**src/rtl/ks_adder_pipe_if.sv**
```systemverilog
// rtl/ks_adder_pipe_if.sv - Operand/result handshake bundle for ks_adder_pipe; adds in_sub when KSA_SUB_EN is defined
interface ks_adder_pipe_if #(
  parameter int WIDTH = 16
);
  // Operand side
  logic             in_valid;
  logic             in_ready;
  logic [WIDTH-1:0] in_a;
  logic [WIDTH-1:0] in_b;
  logic             in_cin;
`ifdef KSA_SUB_EN
  logic             in_sub;
`endif

  // Result side
  logic             out_valid;
  logic             out_ready;
  logic [WIDTH-1:0] out_sum;
  logic             out_cout;
  logic             out_ovf;

`ifdef KSA_SUB_EN
  // Adder side of the bundle
  modport slave (
    input  in_valid, in_a, in_b, in_cin, in_sub, out_ready,
    output in_ready, out_valid, out_sum, out_cout, out_ovf
  );

  // Producer/consumer side of the bundle
  modport master (
    output in_valid, in_a, in_b, in_cin, in_sub, out_ready,
    input  in_ready, out_valid, out_sum, out_cout, out_ovf
  );
`else
  // Adder side of the bundle
  modport slave (
    input  in_valid, in_a, in_b, in_cin, out_ready,
    output in_ready, out_valid, out_sum, out_cout, out_ovf
  );

  // Producer/consumer side of the bundle
  modport master (
    output in_valid, in_a, in_b, in_cin, out_ready,
    input  in_ready, out_valid, out_sum, out_cout, out_ovf
  );
`endif
endinterface

```
**src/rtl/ks_adder_pipe.sv**
```systemverilog
// rtl/ks_adder_pipe.sv - Pipelined Kogge-Stone adder with valid/ready flow control; KSA_SUB_EN enables in_sub subtraction
module ks_adder_pipe #(
  parameter int WIDTH = 16
) (
  input logic            clk,
  input logic            rst_n,
  ks_adder_pipe_if.slave bus
);

  // Prefix depth and register-stage count (stage 0 plus one register per level)
  localparam int LVL = $clog2(WIDTH);
  localparam int LAT = LVL + 1;

  // Whole pipeline advances together; a stalled output freezes every stage
  logic en;

  // Per-stage valid bits (index LVL is the output stage)
  logic [LAT-1:0]   v_q;
  logic [LAT-1:0]   v_d;

  // Group generate per stage; stage LVL holds the final carries C[i]
  logic [WIDTH-1:0] g_q  [LAT];
  logic [WIDTH-1:0] g_d  [LAT];

  // Group propagate; the last level never needs one, so only LVL entries
  logic [WIDTH-1:0] p_q  [LVL];
  logic [WIDTH-1:0] p_d  [LVL];

  // Original bitwise propagate and carry-in, carried along for the sum
  logic [WIDTH-1:0] po_q [LAT];
  logic [WIDTH-1:0] po_d [LAT];
  logic [LAT-1:0]   cin_q;
  logic [LAT-1:0]   cin_d;

  // Operands after optional subtract conditioning
  logic [WIDTH-1:0] op_a;
  logic [WIDTH-1:0] op_b;
  logic             op_c;

  // Stage-0 bitwise terms
  logic [WIDTH-1:0] g0;
  logic [WIDTH-1:0] p0;

  // Final carries and raw sum before valid gating
  logic [WIDTH-1:0] carry;
  logic [WIDTH-1:0] sum;

  // Condition operands: subtraction is a + ~b + 1, ignoring the carry-in
  always_comb begin
    op_a = bus.in_a;
    op_b = bus.in_b;
    op_c = bus.in_cin;
`ifdef KSA_SUB_EN
    if (bus.in_sub) begin
      op_b = ~bus.in_b;
      op_c = 1'b1;
    end
`endif
  end

  // Next-state for every stage: bitwise terms, then the prefix levels
  always_comb begin
    // Stage 0: bitwise G/P with the carry-in folded into bit 0
    g0       = op_a & op_b;
    p0       = op_a ^ op_b;
    g0[0]    = g0[0] | (p0[0] & op_c);
    g_d[0]   = g0;
    p_d[0]   = p0;
    po_d[0]  = p0;
    cin_d[0] = op_c;
    v_d[0]   = bus.in_valid;

    // Levels 1..LVL: black-box cells at distance 2^(k-1), grey-box pass-through below it
    for (int k = 1; k <= LVL; k++) begin
      g_d[k] = g_q[k-1];
      for (int i = (1 << (k - 1)); i < WIDTH; i++) begin
        g_d[k][i] = g_q[k-1][i] | (p_q[k-1][i] & g_q[k-1][i - (1 << (k - 1))]);
      end
      po_d[k]  = po_q[k-1];
      cin_d[k] = cin_q[k-1];
      v_d[k]   = v_q[k-1];
    end

    // Group propagate only matters for levels that feed another level
    for (int k = 1; k < LVL; k++) begin
      p_d[k] = p_q[k-1];
      for (int i = (1 << (k - 1)); i < WIDTH; i++) begin
        p_d[k][i] = p_q[k-1][i] & p_q[k-1][i - (1 << (k - 1))];
      end
    end
  end

  // Valid bits: cleared asynchronously, shifted only when the pipe advances
  always_ff @(posedge clk or negedge rst_n) begin
    if (!rst_n) begin
      v_q <= '0;
    end else if (en) begin
      v_q <= v_d;
    end
  end

  // Data registers: no reset needed, contents of invalid stages are don't-care
  always_ff @(posedge clk) begin
    if (en) begin
      for (int k = 0; k < LAT; k++) begin
        g_q[k]  <= g_d[k];
        po_q[k] <= po_d[k];
      end
      for (int k = 0; k < LVL; k++) begin
        p_q[k] <= p_d[k];
      end
      cin_q <= cin_d;
    end
  end

  // Sum from final carries: bit 0 uses the carry-in, bit i uses C[i-1]
  always_comb begin
    carry = g_q[LVL];
    sum   = po_q[LVL] ^ {carry[WIDTH-2:0], cin_q[LVL]};
  end

  // Flow control and valid-gated outputs
  assign en            = !v_q[LVL] | bus.out_ready;
  assign bus.in_ready  = en;
  assign bus.out_valid = v_q[LVL];
  assign bus.out_sum   = v_q[LVL] ? sum : '0;
  assign bus.out_cout  = v_q[LVL] & carry[WIDTH-1];
  assign bus.out_ovf   = v_q[LVL] & (carry[WIDTH-1] ^ carry[WIDTH-2]);

endmodule
```
**src/flat_wrapper.sv**
```systemverilog
// flat-port wrapper written by rule: the top's interface ports become plain ports
module ks_adder_pipe_flat 
#(
  parameter int WIDTH = 16
)
  (clk, rst_n, bus_in_valid, bus_in_a, bus_in_b, bus_in_cin, bus_out_ready, bus_in_ready, bus_out_valid, bus_out_sum, bus_out_cout, bus_out_ovf);
  ks_adder_pipe_if #(.WIDTH(WIDTH)) bus_i ();
  input logic clk;
  input logic rst_n;
  input wire logic [$bits(bus_i.in_valid)-1:0] bus_in_valid;
  input wire logic [$bits(bus_i.in_a)-1:0] bus_in_a;
  input wire logic [$bits(bus_i.in_b)-1:0] bus_in_b;
  input wire logic [$bits(bus_i.in_cin)-1:0] bus_in_cin;
  input wire logic [$bits(bus_i.out_ready)-1:0] bus_out_ready;
  output wire logic [$bits(bus_i.in_ready)-1:0] bus_in_ready;
  output wire logic [$bits(bus_i.out_valid)-1:0] bus_out_valid;
  output wire logic [$bits(bus_i.out_sum)-1:0] bus_out_sum;
  output wire logic [$bits(bus_i.out_cout)-1:0] bus_out_cout;
  output wire logic [$bits(bus_i.out_ovf)-1:0] bus_out_ovf;
  assign bus_i.in_valid = bus_in_valid;
  assign bus_i.in_a = bus_in_a;
  assign bus_i.in_b = bus_in_b;
  assign bus_i.in_cin = bus_in_cin;
  assign bus_i.out_ready = bus_out_ready;
  assign bus_in_ready = bus_i.in_ready;
  assign bus_out_valid = bus_i.out_valid;
  assign bus_out_sum = bus_i.out_sum;
  assign bus_out_cout = bus_i.out_cout;
  assign bus_out_ovf = bus_i.out_ovf;
  ks_adder_pipe #(.WIDTH(WIDTH)) u_core (.clk(clk), .rst_n(rst_n), .bus(bus_i));
endmodule
```
**config.mk**
```make
export PLATFORM = sky130hd
export DESIGN_NAME = ks_adder_pipe_flat
export DESIGN_NICKNAME = d
export VERILOG_FILES = /design/src/rtl/ks_adder_pipe_if.sv /design/src/rtl/ks_adder_pipe.sv /design/src/flat_wrapper.sv
export SDC_FILE = /design/constraint.sdc
export NUM_CORES = 1
export LEC_CHECK = 0
export ABC_AREA = 1
export CORE_ASPECT_RATIO = 1.4
export CORE_UTILIZATION = 55
export DETAILED_ROUTE_END_ITERATION = 8
export GPL_TIMING_DRIVEN = 0
export PLACE_DENSITY = 0.77
export SLEW_MARGIN = 10
export SYNTH_ARGS = -nofsm -noshare
export SYNTH_HDL_FRONTEND = slang
export SYNTH_SLANG_ARGS = --single-unit
```
**constraint.sdc**
```tcl
create_clock -name clk -period 9.51 [get_ports clk]
set_input_delay 1.902 -clock clk [delete_from_list [all_inputs] [get_ports clk]]
set_output_delay 1.902 -clock clk [all_outputs]
set_load 0.005 [all_outputs]
```
==> results of run 1 <==
==> synth_stat cells <==
library cell and number:
a21o_1 24, buf_6 2, dfrtp_1 5, edfxtp_1 199, ha_1 16, inv_1 63, nand2_1 131, nand3_1 4
nor2_1 33, nor2_2 1
==> sequential cells by signal, summed over array words and instances, names as in the netlist <==
signal and flops:
u_core.g_q 80, u_core.po_q 77, u_core.p_q 37, u_core.cin_q 5, u_core.v_q 5
==> worst register-to-register path: cells and delay by family, from the launching register on <==
family / cells / cell delay [ps]
flops: 1 / 470
simple gates: 1 / 640
buf+inv: 1 / 400
==> power by group <==
| group | leakage, nW | switching [mW] | total [mW] | internal [mW] |
|---|---|---|---|---|
| sequential | 2.12 | 0.180 | 1.65 | 1.47 |
| clock | 0.271 | 0.286 | 0.676 | 0.390 |
| combinational | 1.37 | 0.237 | 0.454 | 0.217 |
| total | 3.75 | 0.703 | 2.78 | 2.08 |
==> final cells by class <==
cell class	count	share of cell area
timing repair buffer	58	0.0701
clock buffer	21	0.0550
multi-input combinational	209	0.117
inverter	63	0.0269
buffer	2	0.00257
sequential	204	0.695
tap	178	0.0254
clock inverter	8	0.00756
==> placed cells by master (no fill, tap or decap) <==
cell	count
nand3_1	4
clkbuf_1	2
buf_16	2
inv_8	1
nand2_1	130
inv_1	63
nor2_1	33
ha_1	16
clkinv_2	2
clkinv_1	4
edfxtp_1	199
bufinv_16	1
a21o_1	24
buf_6	2
nor2_2	1
dfrtp_1	5
clkdlybuf4s50_1	56
nand2_4	1
clkbuf_16	19
==> kinds of logic (layout without fill, tap and decap cells) <==
logic type	count (synthesis)	count (layout)
adder cells (fa/ha/maj)	16	16
AND/OR/NAND/NOR	169	169
AO/OA/AOI/OAI	24	24
flip-flops	204	204
buffers and inverters	65	152
==> layer usage <==
layer | vias to the layer above | GRT usage | part of all wire
met1 | 1666 | 0.169 | 0.38
li1 | 1783 | - | -
met2 | 84 | 0.280 | 0.54
met4 | 0 | 0.0627 | 0.029
met5 | - | 0 | 0
met3 | 24 | 0.0272 | 0.045
==> worst max path at each step <==
stage,to,from
after global placement,bus_in_ready,bus_out_ready
final,bus_in_ready,bus_out_ready
after global routing,bus_in_ready,bus_out_ready
after detailed placement,bus_in_ready,bus_out_ready
after CTS,bus_in_ready,bus_out_ready
after floorplan,bus_in_ready,bus_out_ready
==> through the flow <==
step	TNS (ps)	total power [mW]
after global routing	0	2.93
after CTS	0	2.81
after floorplan	0	1.90
after global placement	-1630	2.13
after detailed placement	0	2.12
final	0	2.78
==> parameters.txt, run 1 <==
Parameter                              Value

Run status
  Status    finished clean

Placed design
  Port Buffers    between 50 and 60
  Estimated wirelength of the detail-placed design    6330 um
  Global placement routability congestion    between 0.7 and 0.8
  Standard cell area after detailed placement    8230 sq um
  Post-place setup slack    3510 ps
  Placed Cells incl. Taps    714

Clock tree
  Clock Pin Slew Worst Setup and Hold Paths    60 ps
  Depth of the CTS H-tree    1
  TritonCTS sink count    204
  Setup bufs post-CTS    0
  CTS Buffer Depth    3
  Root cell of the clock tree    clkbuf_16
  Number of clock buffers inserted by TritonCTS    18
  Quantity of hold-fixing buffers added after cts    0
  Clock insertion delay at the later pin of the skew report    480 ps
  Post_cts resized    0
  TritonCTS clock tree    built

Logic synthesis
  Average instance area after synthesis    around 15 sq um
  Post-synthesis cell type count    10
  FF+latch count, synth    204
  Post-Syn Instances    478
  Leading area contributor after synthesis    edfxtp_1
  Top-area cell type share of the netlist area    0.809
  Adder-Cell Fraction of Synth Area    0.0271
  Fraction of synthesized area in multiplexers    0
  Proportion of synthesized chip area in sequential cells    0.826
  Dominant cells by area after synthesis    edfxtp_1 (81%), nand2_1 (6.7%), inv_1 (3.2%), ha_1 (2.7%), a21o_1 (2.4%)
  Complex-gate fraction of the synthesized area    0.0244
  Xor-xnor portion of the synthesized cell area    0
  Combinational family with the most area after synthesis    simple AND/OR/NAND/NOR gates
  Count of yosys warnings during synthesis    0
  Simple-gate share of the synthesized area    0.0869
  Netlist Area Pre-Place    roughly 7400 sq um
  Nets in the synthesized netlist    between 500 and 600

Die
  Die extent in x    99.9 um
  Number of top-level design ports    57
  Number of rows in the core area    49
  Die H    139 um
  Die Footprint    approximately 14,000 sq um
  Area inside the core boundary    13,000 sq um
  Initial standard-cell utilization of the core    0.568

GRT
  Global-route total usage across every layer    0.152
  First-pass GRT wire length    16,200 um
  Pin count of the biggest net entering global routing    74
  Number of antenna violations at the first check in global routing    0
  GRT overflow    0
  Vias in the first global route    3,577

Route
  Via count    3,557
  WL per Instance    between 10 and 15 um
  First-pass detailed-route iteration total    5
  DRC marker count from the first detailed-route iteration    140
  Post-route DRC violation count    0
  Number of vias per cell after detailed routing    around 4.8
  Antenna Violating Nets Remaining    0
  Post-Route WL    between 9000 and 10,000 um

Finish
  Fraction of layout instances using a drive strength above 1    0.0513
  Count of antenna diodes in the layout    0
  Flip-flop and latch area    between 6000 and 7000 sq um
  Footprint of the multi-input gates    1030 sq um
  Final-stage net count    609
  Synth-to-Final Area Change    18.9%
  Final instance area    just under 9000 sq um
  Final core utilization    0.675
  Non-filler cells, final    743
  Fillers    877

Setup path
  Destination of the worst register-to-register timing path    u_core.g_q[1][12]$_DFFE_PP_
  Arrival time at the worst endpoint    4090 ps
  Most used cell, CP    clkdlybuf4s50_1
  Launching element type of the critical path    input port
  Kind of cell adding the most delay to the critical path    buffers and inverters
  Worst path required time    7610 ps
  CP Depth    5
  Critical path capture point type    output pin
  CP Max Fanout    73
  Delay of the slowest cell on the worst path    slightly above 600 ps
  Cell with the largest stage delay on the worst path    nand2_4
  Critical path buffers and inverters    4
  Sequence of cells on the critical path    clkdlybuf4s50_1, inv_1, nand2_4, buf_16, clkdlybuf4s50_1
  Critical R2R Launch    u_core.v_q[4]$_DFFE_PN0P_
  Category of the critical setup timing path    in -> out
  Worst reg-to-reg setup slack    7610 ps
  Path depth of the worst reg2reg path    2

STA
  Slew at the pin with the worst max-slew slack    833 ps
  Fin. max-slew vios    0
  Setup repair after global routing missed its margin    false
  Max Clk Rate    167 MHz
  Count of endpoints failing hold in the final timing report    0
  Final worst-path cycle share    0.630
  Final clock skew    around 11 ps
  Worst Hold Slack    413 ps
  Setup violators final    0
  Worst setup slack after layout    3520 ps
  Headroom to the max-slew limit    0.444
  Time the final worst path needs with I/O delays and setup    5990 ps

Worst hold path
  Hold Startpoint    u_core.po_q[0][56]$_DFFE_PP_
  Min-Delay Endpoint    u_core.po_q[0][72]$_DFFE_PP_
  Number of stages on the worst hold path    0
  Worst Hold Class    reg -> reg

Power
  Power per standard cell area    317 nW/um^2
  Peak supply drop    0.196 mV
  Leakage dissipation    3.75 nW

Job
  Max-Cap Viols    0
No activity file was read; power rests on OpenSTA's default activity.
==> run 2, diff against run 1 <==
Settings changed: CORE_UTILIZATION 55 to 52, PLACE_DENSITY 0.77 to 0.76.
Clock period 9.51 ns to 5.12 ns, I/O delays scaled along.
==> parameters.txt, run 2 (synthesis gave the netlist of run 1 again) <==
Parameter                              Value

GRT
  Global-route total usage across every layer    0.144
  Vias in the first global route    3,476
  GRT overflow    0
  First-pass GRT wire length    15,900 um
  Number of antenna violations at the first check in global routing    0
  Pin count of the biggest net entering global routing    roughly 130

STA
  Max Clk Rate    234 MHz
  Count of endpoints failing hold in the final timing report    0
  Worst setup slack after layout    839 ps
  Total negative slack for setup checks    0 ps
  Final clock skew    11.3 ps
  Headroom to the max-slew limit    0.593
  Worst Hold Slack    416 ps
  Time the final worst path needs with I/O delays and setup    4280 ps
  Final worst-path cycle share    0.836
  Fin. max-slew vios    0
  Setup repair after global routing missed its margin    false
  Slew at the pin with the worst max-slew slack    610 ps
  Setup violators final    0

Finish
  Top reg by flops    u_core.g_q
  Final instance area    just under 9000 sq um
  Fillers    1,018
  Commonest cells after routing, fill and taps aside    edfxtp_1 (199), nand2_1 (130), inv_1 (63)
  Count of antenna diodes in the layout    0
  Final-stage net count    ~610
  Footprint of the multi-input gates    1040 sq um
  Largest register FFs    80
  Synth-to-Final Area Change    18.9%
  Non-filler cells, final    753
  Fraction of layout instances using a drive strength above 1    0.0511
  Largest regs    u_core.g_q: 80 flops, u_core.po_q: 77 flops, u_core.p_q: 37 flops
  Flip-flop and latch area    6100 sq um
  Commonest non-fill, non-tap cell in the layout    edfxtp_1

Route
  DRC marker count from the first detailed-route iteration    ~150
  WL per Instance    approximately 13 um
  Antenna Violating Nets Remaining    0
  Post-Route WL    9690 um
  Number of vias per cell after detailed routing    4.68
  First-pass detailed-route iteration total    6
  Post-route DRC violation count    0
  Via count    3,527

Die
  Die H    143 um
  Die Footprint    14,700 sq um
  Die extent in x    between 100 and 150 um
  Initial standard-cell utilization of the core    0.531
  Number of top-level design ports    57
  Number of rows in the core area    51
  Area inside the core boundary    13,900 sq um

Clock tree
  Clock Pin Slew Worst Setup and Hold Paths    60 ps
  Number of clock buffers inserted by TritonCTS    19
  Quantity of hold-fixing buffers added after cts    0
  Setup bufs post-CTS    0
  Post_cts resized    0
  CTS Buffer Depth    3
  Root cell of the clock tree    clkbuf_16
  TritonCTS clock tree    built
  Clock insertion delay at the later pin of the skew report    470 ps
  Depth of the CTS H-tree    1
  TritonCTS sink count    ~200

Setup path
  Most used cell, CP    clkdlybuf4s50_1
  Launching element type of the critical path    input port
  Delay of the slowest cell on the worst path    610 ps
  Sequence of cells on the critical path    clkdlybuf4s50_1, inv_1, nand2_8, buf_16, clkdlybuf4s50_1
  Critical path capture point type    output pin
  Critical path buffers and inverters    4
  CP Max Fanout    125
  Kind of cell adding the most delay to the critical path    buffers and inverters
  Cell with the largest stage delay on the worst path    clkdlybuf4s50_1
  Arrival time at the worst endpoint    3260 ps
  Worst path required time    4100 ps
  Category of the critical setup timing path    in -> out

Placed design
  Port Buffers    56
  Estimated wirelength of the detail-placed design    approximately 6300 um
  Global placement routability congestion    0.762
  Post-place setup slack    roughly 800 ps
  Standard cell area after detailed placement    about 8200 sq um
  Placed Cells incl. Taps    720

Run status
  Status    finished clean

Power
  Leakage dissipation    around 3.7 nW
  Peak supply drop    0.313 mV
  Power per standard cell area    588 nW/um^2

Job
  Max-Cap Viols    0

Worst hold path
  Worst Hold Class    reg -> reg
run 2: per-stage QoR:
| step | util | power [mW] |
|---|---|---|
| final | 0.631 | 5.16 |
| after global placement | 0.588 | 3.90 |
| after CTS | 0.631 | 5.22 |
| after detailed placement | 0.591 | 3.93 |
| after global routing | 0.631 | 5.44 |
| after floorplan | - | 3.50 |
run 2: path summary, 6_finish.rpt:
check,from,depth (start not counted),slack [ps],to
max,bus_out_ready,5,840,bus_in_ready
min,u_core.po_q[0][58]$_DFFE_PP_,0,420,u_core.po_q[0][74]$_DFFE_PP_
max reg2reg,u_core.v_q[4]$_DFFE_PN0P_,2,3200,u_core.p_q[3][8]$_DFFE_PP_
min reg2reg,u_core.po_q[0][58]$_DFFE_PP_,0,420,u_core.po_q[0][74]$_DFFE_PP_
max in group asynchronous,rst_n,1,4140,u_core.v_q[4]$_DFFE_PN0P_
min in group asynchronous,rst_n,1,780,u_core.v_q[0]$_DFFE_PN0P_
run 2: cell type report:
type                       count  share of cell area
buffer                         2             0.00257
tap                          185              0.0264
multi-input combinational    209               0.118
inverter                      63              0.0269
clock buffer                  25              0.0567
clock inverter                 8             0.00699
sequential                   204               0.695
timing repair buffer          57              0.0670
run 2: where the power goes:
part	total, mW	switching, mW	leakage (nW)	internal, mW
registers	3.06	0.325	2.12	2.73
logic	0.836	0.442	1.35	0.394
clock network	1.27	0.533	0.276	0.734
run 2: layer usage:
metal | vias up | share of wire | wire length (um) | track usage
li1 | 1786 | - | - | -
met1 | 1650 | 0.37 | 3590 | 0.156
met2 | 70 | 0.57 | 5490 | 0.273
met3 | 21 | 0.038 | 369 | 0.0196
met4 | 0 | 0.025 | 239 | 0.0617
met5 | - | 0 | 0 | 0
